**config.mk**
```make
export PLATFORM = sky130hd
export DESIGN_NAME = conv_window_ctrl_flat
export DESIGN_NICKNAME = d
export VERILOG_FILES = /design/src/rtl/conv_window_ctrl_if.sv /design/src/rtl/conv_window_ctrl.sv /design/src/flat_wrapper.sv
export SDC_FILE = /design/constraint.sdc
export NUM_CORES = 1
export LEC_CHECK = 0
export ABC_CLOCK_PERIOD_IN_PS = 4000
export BUFFER_PORTS_ARGS = -buffer_cell sky130_fd_sc_hd__buf_2
export CAP_MARGIN = 10
export CORE_ASPECT_RATIO = 0.9
export CORE_MARGIN = 1.5
export CORE_UTILIZATION = 45
export DETAILED_ROUTE_END_ITERATION = 12
export PLACE_DENSITY = 0.63
export SETUP_SLACK_MARGIN = 0.4
export SYNTH_ARGS = -nofsm -noshare
export SYNTH_HDL_FRONTEND = slang
export SYNTH_SLANG_ARGS = --single-unit
```
**constraint.sdc**
```tcl
create_clock -name clk -period 4 [get_ports clk]
set_input_delay 0.2 -clock clk [delete_from_list [all_inputs] [get_ports clk]]
set_output_delay 0.2 -clock clk [all_outputs]
set_load 0.02 [all_outputs]
```
**src/rtl/conv_window_ctrl_if.sv**
```systemverilog
// Handshake/status bundle between the pixel source and conv_window_ctrl.
// pix_drop exists only when CONV_WINDOW_CTRL_DROP_DETECT_EN is defined.
interface conv_window_ctrl_if #(
  parameter int CNT_W = 5
);
  logic             start;
  logic             lb_ready;
  logic             pix_valid;
  logic             in_ready;
  logic             pix_accept;
  logic             win_valid;
  logic [CNT_W-1:0] win_row;
  logic [CNT_W-1:0] win_col;
  logic             frame_done;
  logic             busy;
`ifdef CONV_WINDOW_CTRL_DROP_DETECT_EN
  logic             pix_drop;

  modport master (
    output start, lb_ready, pix_valid,
    input  in_ready, pix_accept, win_valid, win_row, win_col, frame_done, busy, pix_drop
  );
  modport slave (
    input  start, lb_ready, pix_valid,
    output in_ready, pix_accept, win_valid, win_row, win_col, frame_done, busy, pix_drop
  );
`else
  modport master (
    output start, lb_ready, pix_valid,
    input  in_ready, pix_accept, win_valid, win_row, win_col, frame_done, busy
  );
  modport slave (
    input  start, lb_ready, pix_valid,
    output in_ready, pix_accept, win_valid, win_row, win_col, frame_done, busy
  );
`endif
endinterface

```
**src/rtl/conv_window_ctrl.sv**
```systemverilog
// Raster sequencer for the line-buffer/window datapath: gates pixels, flags strided windows.
// Optional sticky stall-drop flag: define CONV_WINDOW_CTRL_DROP_DETECT_EN.
module conv_window_ctrl #(
  parameter int FIG_WIDTH  = 28,
  parameter int FIG_HEIGHT = 28,
  parameter int KERNEL     = 3,
  parameter int STRIDE     = 1,
  parameter int CNT_W      = 5
) (
  input logic              clk,
  input logic              rst_n,
  conv_window_ctrl_if.slave cw
);
  typedef enum logic [1:0] {IDLE, RUN, DONE} state_t;

  localparam logic [CNT_W-1:0] COL_LAST = CNT_W'(FIG_WIDTH - 1);
  localparam logic [CNT_W-1:0] ROW_LAST = CNT_W'(FIG_HEIGHT - 1);
  localparam logic [CNT_W-1:0] K_M1     = CNT_W'(KERNEL - 1);
  localparam logic [CNT_W-1:0] PH_LAST  = CNT_W'(STRIDE - 1);

  state_t           state;
  logic [CNT_W-1:0] row, col, orow, ocol, rphase, cphase;
  logic             row_hit;
  logic             win_valid_q, frame_done_q, busy_q;
  logic [CNT_W-1:0] win_row_q, win_col_q;
  logic             accept, col_wrap, last_pix, hit;

  assign cw.in_ready   = (state == RUN) && cw.lb_ready;
  assign accept        = cw.pix_valid && cw.in_ready;
  assign cw.pix_accept = accept;
  assign cw.win_valid  = win_valid_q;
  assign cw.win_row    = win_row_q;
  assign cw.win_col    = win_col_q;
  assign cw.frame_done = frame_done_q;
  assign cw.busy       = busy_q;

  assign col_wrap = (col == COL_LAST);
  assign last_pix = col_wrap && (row == ROW_LAST);
  assign hit      = (row >= K_M1) && (col >= K_M1) && (rphase == '0) && (cphase == '0);

  always_ff @(posedge clk or negedge rst_n) begin
    if (!rst_n) begin
      state        <= IDLE;
      row          <= '0;
      col          <= '0;
      orow         <= '0;
      ocol         <= '0;
      rphase       <= '0;
      cphase       <= '0;
      row_hit      <= 1'b0;
      win_valid_q  <= 1'b0;
      win_row_q    <= '0;
      win_col_q    <= '0;
      frame_done_q <= 1'b0;
      busy_q       <= 1'b0;
    end else begin
      win_valid_q  <= 1'b0;
      frame_done_q <= 1'b0;
      case (state)
        IDLE: if (cw.start) begin
          state  <= RUN;
          busy_q <= 1'b1;
        end
        RUN: if (accept) begin
          // Window registers see this pixel one cycle later, so coordinates go out registered.
          if (hit) begin
            win_valid_q <= 1'b1;
            win_row_q   <= orow;
            win_col_q   <= ocol;
          end
          if (last_pix) begin
            state        <= DONE;
            frame_done_q <= 1'b1;
            row          <= '0;
            col          <= '0;
            orow         <= '0;
            ocol         <= '0;
            rphase       <= '0;
            cphase       <= '0;
            row_hit      <= 1'b0;
          end else if (col_wrap) begin
            col     <= '0;
            row     <= row + 1'b1;
            cphase  <= '0;
            ocol    <= '0;
            row_hit <= 1'b0;
            if (row >= K_M1) rphase <= (rphase == PH_LAST) ? '0 : rphase + 1'b1;
            if (row_hit || hit) orow <= orow + 1'b1;
          end else begin
            col <= col + 1'b1;
            if (col >= K_M1) cphase <= (cphase == PH_LAST) ? '0 : cphase + 1'b1;
            if (hit) begin
              ocol    <= ocol + 1'b1;
              row_hit <= 1'b1;
            end
          end
        end
        DONE: begin
          state  <= IDLE;
          busy_q <= 1'b0;
        end
        default: begin
          state  <= IDLE;
          busy_q <= 1'b0;
        end
      endcase
    end
  end

`ifdef CONV_WINDOW_CTRL_DROP_DETECT_EN
  logic pix_drop_q;
  assign cw.pix_drop = pix_drop_q;

  // Sticky: upstream offered a pixel while the line buffers were not ready.
  always_ff @(posedge clk or negedge rst_n) begin
    if (!rst_n)                                           pix_drop_q <= 1'b0;
    else if (state == IDLE && cw.start)                   pix_drop_q <= 1'b0;
    else if (state == RUN && cw.pix_valid && !cw.in_ready) pix_drop_q <= 1'b1;
  end
`endif
endmodule

```
**src/flat_wrapper.sv**
```systemverilog
// flat-port wrapper written by rule: the top's interface ports become plain ports
module conv_window_ctrl_flat 
#(
  parameter int FIG_WIDTH  = 28,
  parameter int FIG_HEIGHT = 28,
  parameter int KERNEL     = 3,
  parameter int STRIDE     = 1,
  parameter int CNT_W      = 5
)
  (clk, rst_n, cw_start, cw_lb_ready, cw_pix_valid, cw_in_ready, cw_pix_accept, cw_win_valid, cw_win_row, cw_win_col, cw_frame_done, cw_busy);
  conv_window_ctrl_if #(.CNT_W(CNT_W)) cw_i ();
  input logic clk;
  input logic rst_n;
  input wire logic [$bits(cw_i.start)-1:0] cw_start;
  input wire logic [$bits(cw_i.lb_ready)-1:0] cw_lb_ready;
  input wire logic [$bits(cw_i.pix_valid)-1:0] cw_pix_valid;
  output wire logic [$bits(cw_i.in_ready)-1:0] cw_in_ready;
  output wire logic [$bits(cw_i.pix_accept)-1:0] cw_pix_accept;
  output wire logic [$bits(cw_i.win_valid)-1:0] cw_win_valid;
  output wire logic [$bits(cw_i.win_row)-1:0] cw_win_row;
  output wire logic [$bits(cw_i.win_col)-1:0] cw_win_col;
  output wire logic [$bits(cw_i.frame_done)-1:0] cw_frame_done;
  output wire logic [$bits(cw_i.busy)-1:0] cw_busy;
  assign cw_i.start = cw_start;
  assign cw_i.lb_ready = cw_lb_ready;
  assign cw_i.pix_valid = cw_pix_valid;
  assign cw_in_ready = cw_i.in_ready;
  assign cw_pix_accept = cw_i.pix_accept;
  assign cw_win_valid = cw_i.win_valid;
  assign cw_win_row = cw_i.win_row;
  assign cw_win_col = cw_i.win_col;
  assign cw_frame_done = cw_i.frame_done;
  assign cw_busy = cw_i.busy;
  conv_window_ctrl #(.FIG_WIDTH(FIG_WIDTH), .FIG_HEIGHT(FIG_HEIGHT), .KERNEL(KERNEL), .STRIDE(STRIDE), .CNT_W(CNT_W)) u_core (.clk(clk), .rst_n(rst_n), .cw(cw_i));
endmodule
```
==> results.cfg <==
[status]
status = completed

[floorplan]
rows = 24
die_h_um = 71.2
dieArea_mm2 = 0.00561
pin_count = 20
fp.dieW_um = 78.8
coreArea_mm2 = 0.00492
start_util = 0.473

[synthesis]
postSynthAreaPerCell_um2 = 11.0
synth_cell_type_count = 46
async_flop_share = 1.00
ys_seq_area_frac = 0.495
synthCells = 212
synth_nets = 227
synth_area_mm2 = 0.00233
synth-seq-cells = 46
synth_ff_type = dfrtp_1
synth_edf_count = 0
yosys_warnings = 0

[placement]
gp_congestion = 0.805
portBuffers = 19
dp_hpwl_um = 3020
pre_cts_slack_ns = 1.80

[timing]
clock_skew_ns = 0.00302
rsz0062_at_grt = false
final_min_period_over_clock_period = 0.555
fin_setup_tns_ns = 0
fmax_mhz = 451
period_needed_ns = 2.22
maxSlewHeadroom = 0.300
slew_violations = 0
fin_ws_ns = 1.78
hold_violations = 0
finalSetupViolations = 0
tightest_slew_ns = 1.05

[power]
p_total_mw = 0.906
power_frac_seq = 0.579
power_frac_comb = 0.097
p_leak_nw = 1.24
switchingPower_mw = 0.260
netSwitchingFraction = 0.287
power_density_mw_per_mm2 = 352
ir_drop_uv = 207
p_int_mw = 0.646
p_clk_frac = 0.324

[route]
avgViaCountPerCell = 5.34
vias = 1608
drt_wl_total_um = 4290
routedWlPerCell_um = 14.3
drt-initial-drc-count = 71
drc = 0
antenna_left = 0
drt-pass1-iter-count = 4

[clocking]
post_cts_buffers = 0
cts_root_buf = clkbuf_8
htreeDepth = 2
cts_made_buffers = 5
cts_num_sinks = 46
clk_pin_slew_ns = 0.09
cts_tree = built
clock_latency_ns = 0.30
clock_path_buffers = 2
cts_resized = 0
ctsHoldBuffers = 0

[critical_path]
crit_path_end_kind = flop
crit_path_max_fanout = 13
cp_data_arrival_time_ns = 2.41
crit_type = flop to flop
rrSetupSlack_ns = 1.78
crit_path_start_kind = flop
required_ns = 4.19

[job]
drv_cap = 0

[global_route]
grt-ovfl-total = 0
grtUsageTotal = 0.169
grt_pass1_wl_um = 7290
antenna_found_initial = 0
grt_max_degree = 47
grt_pass1_vias = 1513

[final_layout]
layout-drive-gt1-share = 0.225
final_nets = 250
syn_to_final_growth_pct = 10.7
antennaDiodeCount = 0

[worst_hold_path]
hold_class = input pin to asynchronous set/reset pin
## layout make-up
type,instances,area (µm²)
inverter,14,52.6
clock inverter,3,25.0
tap,65,81.3
timing repair buffer,19,95.1
multi-input combinational,149,1100
fill,460,2350
clock buffer,5,68.8
sequential,46,1150
## routing by layer
metal  vias up  GRT usage  routed length [µm]
li1        801          -                   -
met1       779      0.242                2180
met2        23      0.254                1910
met3         5     0.0433                 148
met4         0     0.0536                  48
met5         -          0                   0
## final timing paths
check                                    start              endpoint  cells after the start
worst min-delay path                     rst_n         u_core.col[3]                      1
worst min register to register  u_core.row_hit        u_core.row_hit                      2
worst max-delay path             u_core.col[0]  u_core.cw.win_col[2]                      6
min in group clk                      cw_start       u_core.state[0]                      3
worst max register to register   u_core.col[0]  u_core.cw.win_col[2]                      6
max in group asynchronous                rst_n         u_core.row[1]                      1
## critical path: stages, from the launching register on
cell and delay (ns):
dfrtp_1 0.40, inv_1 0.08, ha_1 0.19, or4_1 0.50, o21ai_2 0.40, nor2_4 0.20, mux2_4 0.34
## cells in the final DEF (no fill, tap or decap), types with 3 or more instances in the layout
cell and count:
o31ai_1 5, o211ai_1 3, mux2_4 7, mux2_2 5
inv_1 13, clkbuf_8 5, dfrtp_1 46, nor2_1 15
nand2_1 23, o21ai_0 22, xnor2_1 4, nor3_1 3
ha_1 10, or4_1 3, nand2b_1 3, nand3_1 11
buf_2 19
## state kept, by name, indices dropped and copies added (netlist names), 2 cells and up
signal,flops
u_core.cphase,5
u_core.row,5
u_core.state,2
u_core.col,5
u_core.rphase,5
u_core.ocol,5
u_core.cw.win_col,5
u_core.cw.win_row,5
u_core.orow,5
## power by group through the flow
stage	logic [mW]	registers (mW)	clock network [mW]
finish	0.0878	0.524	0.294
global route	0.0998	0.530	0.323
CTS	0.0894	0.524	0.306
detailed placement	0.0887	0.533	0
global placement	0.0862	0.532	0
floorplan	0.0626	0.526	0
## Yosys cell counts (all sizes together), types with 2 or more instances
master,number,area share
a21o,2,0.0070
a21oi,2,0.0043
a31oi,2,0.0054
and3,2,0.0054
and4b,2,0.0091
buf,3,0.0091
dfrtp,46,0.49
ha,10,0.054
inv,13,0.021
mux2,12,0.069
nand2,23,0.037
nand2b,3,0.0081
nand3,11,0.024
nand4,2,0.0054
nand4b,3,0.024
nor2,17,0.032
nor3,3,0.0064
nor4,2,0.0054
nor4b,2,0.020
o211ai,4,0.019
o21ai,23,0.051
o31ai,5,0.016
or2,2,0.0054
or4,4,0.015
xnor2,4,0.015
## metrics by stage
| step | hold WS (ns) | std cells | cell area (µm²) | util |
|---|---|---|---|---|
| 2_1_floorplan | -0.0956 | 212 | 2330 | - |
| 3_3_place_gp | 0.440 | 293 | 2480 | 0.504 |
| 3_5_place_dp | 0.438 | 293 | 2480 | 0.504 |
| 4_1_cts | 0.111 | 301 | 2580 | 0.523 |
| 5_1_grt | 0.163 | 301 | 2580 | 0.523 |
| 6_report | 0.0832 | 301 | 2580 | 0.523 |
## cells by family after synthesis
logic type	share of synthesized area
AND/OR/NAND/NOR	0.210
flip-flops	0.495
AO/OA/AOI/OAI	0.125
buffers and inverters	0.0317
multiplexers	0.0694
adder cells (fa/ha/maj)	0.0538
XOR/XNOR	0.0151
Note: power is estimated with default switching activity, not from simulation.
